[config.mk]
export PLATFORM = sky130hd
export DESIGN_NAME = accum_alu
export DESIGN_NICKNAME = d
export VERILOG_FILES = /design/src/rtl/accum_alu.sv
export SDC_FILE = /design/constraint.sdc
export NUM_CORES = 1
export LEC_CHECK = 0
export BUFFER_PORTS_ARGS = -buffer_cell sky130_fd_sc_hd__buf_2
export CAP_MARGIN = 20
export CORE_MARGIN = 2
export CORE_UTILIZATION = 47
export DETAILED_ROUTE_END_ITERATION = 16
export PLACE_DENSITY_LB_ADDON = 0.12
export SETUP_SLACK_MARGIN = 0.1
export SYNTH_ARGS = -nofsm -noshare
export SYNTH_HDL_FRONTEND = slang
export SYNTH_SLANG_ARGS = --single-unit
[constraint.sdc]
create_clock -name clk -period 2.3 [get_ports clk]
set_input_delay 0.115 -clock clk [delete_from_list [all_inputs] [get_ports clk]]
set_output_delay 0.115 -clock clk [all_outputs]
set_load 0.1 [all_outputs]
[src/rtl/accum_alu.sv]
// Registered unsigned add/subtract/accumulate unit with optional saturation,
// sticky overflow, an accumulate counter and valid/enable qualification.
module accum_alu #(
  parameter int WIDTH    = 8,
  parameter bit SATURATE = 1'b1,
  parameter int CNT_W    = 4
) (
  input  logic             clk,
  input  logic             rst_n,
  input  logic             ena,
  input  logic             in_valid,
  input  logic [1:0]       op,
  input  logic [WIDTH-1:0] a,
  input  logic [WIDTH-1:0] b,
  input  logic             acc_clr,
  output logic [WIDTH-1:0] result,
  output logic             out_valid,
  output logic             carry,
  output logic             ovf_sticky,
  output logic [CNT_W-1:0] acc_count
);

  localparam logic [CNT_W-1:0] CNT_MAX = {CNT_W{1'b1}};

  logic             accept;
  logic             is_acc;
  logic             is_sub;
  logic [WIDTH-1:0] lhs;
  logic [WIDTH-1:0] rhs;
  logic [WIDTH:0]   sum;
  logic             cy;
  logic [WIDTH-1:0] res_n;
  logic [CNT_W-1:0] cnt_n;

  assign accept = ena & in_valid & ~acc_clr;
  assign is_acc = op[1];
  assign is_sub = op[0];

  // ACC/DEC reuse the registered result as the left operand, a as the right.
  assign lhs = is_acc ? result : a;
  assign rhs = is_acc ? a : b;

  always_comb begin
    sum   = '0;
    res_n = '0;
    cnt_n = '0;
    if (is_sub) sum = {1'b0, lhs} - {1'b0, rhs};
    else        sum = {1'b0, lhs} + {1'b0, rhs};
    cy = sum[WIDTH];
    // A borrow clamps to zero, a carry to all ones; the flag stays raw either way.
    if (SATURATE && cy) res_n = is_sub ? '0 : {WIDTH{1'b1}};
    else                res_n = sum[WIDTH-1:0];
    if (is_acc) cnt_n = (acc_count == CNT_MAX) ? acc_count : acc_count + 1'b1;
    else        cnt_n = '0;
  end

  always_ff @(posedge clk or negedge rst_n) begin
    if (!rst_n) begin
      result     <= '0;
      out_valid  <= 1'b0;
      carry      <= 1'b0;
      ovf_sticky <= 1'b0;
      acc_count  <= '0;
    end else begin
      // out_valid is a pulse: it drops on every non-accept edge, even with ena low.
      out_valid <= accept;
      if (ena && acc_clr) begin
        result     <= '0;
        carry      <= 1'b0;
        ovf_sticky <= 1'b0;
        acc_count  <= '0;
      end else if (accept) begin
        result     <= res_n;
        carry      <= cy;
        ovf_sticky <= ovf_sticky | cy;
        acc_count  <= cnt_n;
      end
    end
  end

endmodule

==> impl_results.md <==
* RSZ-0062 raised after global routing: yes
* Post-synth top area share at 0.269
* DRT Pass-1 Iters at 5
* Async SR Flop Fraction at 1.00
* Clk buf depth at 2
* Via density at 5.71
* Die Wd at 58.5 um
* Critical path destination: result[5]
* Final Max Slew Viols at 0
* CP Launch Type: input pin
* Yosys reg bits at 15
* Final net count at 264
* EDFF count, synth at 0
* Maximum VDD drop at 0.822 mV
* TritonCTS clock tree: yes
* Highest net fanout along the worst path at 5
* Port Buf Inserts at 37
* Post-route cell area at 1990 sq um
* Ratio of cells with drive above 1 in the final layout at 0.480
* Vias in the first global route at 1500
* Critical path data arrival time at 2610 ps
* Final worst slack at -92.7 ps
* Worst-Margin Slew at 495 ps
* MaxCap Viol Count at 0
* First-pass GRT wire length at 6640 um
* Final period util at 1.04
* Tot GR Track Use at 0.259
* Rows at 19
* Via count at 1485
* Commonest cells after routing, fill and taps aside: buf_2 (36), buf_4 (33), nand2_1 (17)
* Relative slew slack at 0.673
* Worst Clk Skew at 0.866 ps
* FF-to-FF End: result[5]
* DR WL/cell at 15.1 um
* Cts bufs inserted at 3
* Drt drc at 0
* Layout area overhead at 42.9%
* Final antenna-violating net count at 0
* Buffer type at the clock tree root: clkbuf_4
* Initial detailed-routing violation count at 59
* Mean post-synth cell area at 8.83 sq um
* Initial antenna violation count at 0
* Final WL at 3910 um
* ANT cells at 0
* Synth area leaders: dfrtp_1 (27%), ha_1 (9.0%), mux2i_1 (7.2%), xor2_1 (5.7%), mux2_2 (4.8%)
* Die area at 3420 sq um
* Register area share after synthesis at 0.269
* Final HPWL DP at 3140 um
* Outcome: complete, but fails checks
* Post-Place Worst Slack at -563 ps
* Largest net degree at the start of global routing at 16
* Worst-path clk slew at 80 ps
* Core Area at 2780 sq um
* Mapped Cells at 158
* Placed inst area at 1830 sq um
* F_max at 418 MHz
* CP Data Required Time at 2510 ps
* Routability cong. at 0.948
* Utilization after layout at 0.717
* Setup crit end kind: flip-flop
* Post-synth cell types at 44
* Min-Delay Path Class: input pin to flip-flop
* Initial core utilization at 0.502
* Gr ovfl total at 0
* Syn Nets at 192
* Post-Layout Cell Count at 260
* Top_reg_cell synth: dfrtp_1
* Failing checks: negative setup slack
* DIE HEIGHT at 58.5 um
* Inst Count DP at 250
* Pwr dens at 751 nW/um^2
* R2r worst-path depth at 8
* Lkg Pwr at 0.991 nW
* Tot Pwr at 1.50 mW
* CTS sink cnt at 15
* CP startpoint: op[1]
* Largest area contributor in the netlist: dfrtp_1
* Num ports at 38
* Final hold viol count at 0
* Fillers at 223
* Crit Reg-Reg Startpoint: result[2]
* Mapped Area at 1400 sq um
* Period minus WS final at 2390 ps
* Synth warn at 0
* Critical path type: input pin to flip-flop
* H-tree depth at 1
* Final setup viols at 6
* Most common cell after layout, fill and taps aside: buf_2
* Worst-Skew Late Latency at 280 ps
* Flop-to-flop setup slack at -90 ps
## layout make-up
type | count | area (sq um) | share of cell area
inverters | 5 | 18.8 | 0.00942
repair buffers | 73 | 475 | 0.239
well taps | 31 | 38.8 | 0.0195
multi-input cells | 132 | 1060 | 0.530
flip-flops and latches | 15 | 378 | 0.190
clock buffers | 4 | 26.3 | 0.0132
## sequential cells by signal, indices dropped and copies added (netlist names)
name	count
acc_count	4
carry	1
out_valid	1
ovf_sticky	1
result	8
## where the power goes
part / switching (mW) / total [mW] / internal (mW)
Sequential: 0.0341 / 0.340 / 0.306
Combinational: 0.641 / 1.01 / 0.367
Clock: 0.0812 / 0.149 / 0.0674
Total: 0.756 / 1.50 / 0.741
## kinds of logic after synthesis
kind of cell / after synthesis / share of synthesized area
mux: 16 / 0.120
flops: 15 / 0.269
simple gates: 50 / 0.178
xor+xnor: 10 / 0.0628
fa+ha+maj: 11 / 0.104
compound gates: 44 / 0.222
buf+inv: 12 / 0.0448
## per-layer routing
metal | wire length (um) | track usage
met4 | 156 | 0.130
met5 | 0 | 0
met1 | 1630 | 0.315
met2 | 1880 | 0.430
met3 | 242 | 0.0549
## worst max-delay path, stage by stage
cell      delay, ps
buf_8           110
mux2i_2         160
ha_2            320
nor2_2           30
a21oi_2         160
inv_1            70
ha_1            280
nor2b_4         130
o31a_1          280
o21a_1          200
o21ai_2         130
or4b_4          470
o211ai_2        140
## worst min path at each step
stage                     startpoint           end  slack, ps  cells past startpoint
after floorplan                rst_n  acc_count[0]       -180                      0
after global placement         rst_n         carry         30                      1
after detailed placement       rst_n         carry         30                      1
after CTS                   in_valid  acc_count[2]        190                      3
after global routing        in_valid  acc_count[2]        210                      3
final                       in_valid  acc_count[2]        200                      3
## metrics by stage
| step | setup TNS (ps) | hold WS (ps) |
|---|---|---|
| after global routing | -1920 | 213 |
| after global placement | -4400 | 30.7 |
| after detailed placement | -5230 | 29.1 |
| after floorplan | -4950 | -181 |
| final | -276 | 198 |
| after CTS | -165 | 187 |
## timing repair
action                     CTS  global route
hold endpoints to repair    15             0
hold buffers                 1             0
setup buffers                3             1
pin swaps                   21             2
setup endpoints to repair   10            10
cloned                       1             0
resized for setup           22             1
## synth_stat cells (all sizes together) (5+ instances only)
| cell type | n |
|---|---|
| nand2 | 17 |
| dfrtp | 15 |
| nor2 | 13 |
| a21oi | 12 |
| ha | 10 |
| mux2i | 10 |
| xor2 | 9 |
| o21ai | 8 |
| mux2 | 6 |
| o311ai | 6 |
| buf | 5 |
| inv | 5 |
| nor3 | 5 |
Note: power is estimated with default switching activity, not from simulation.
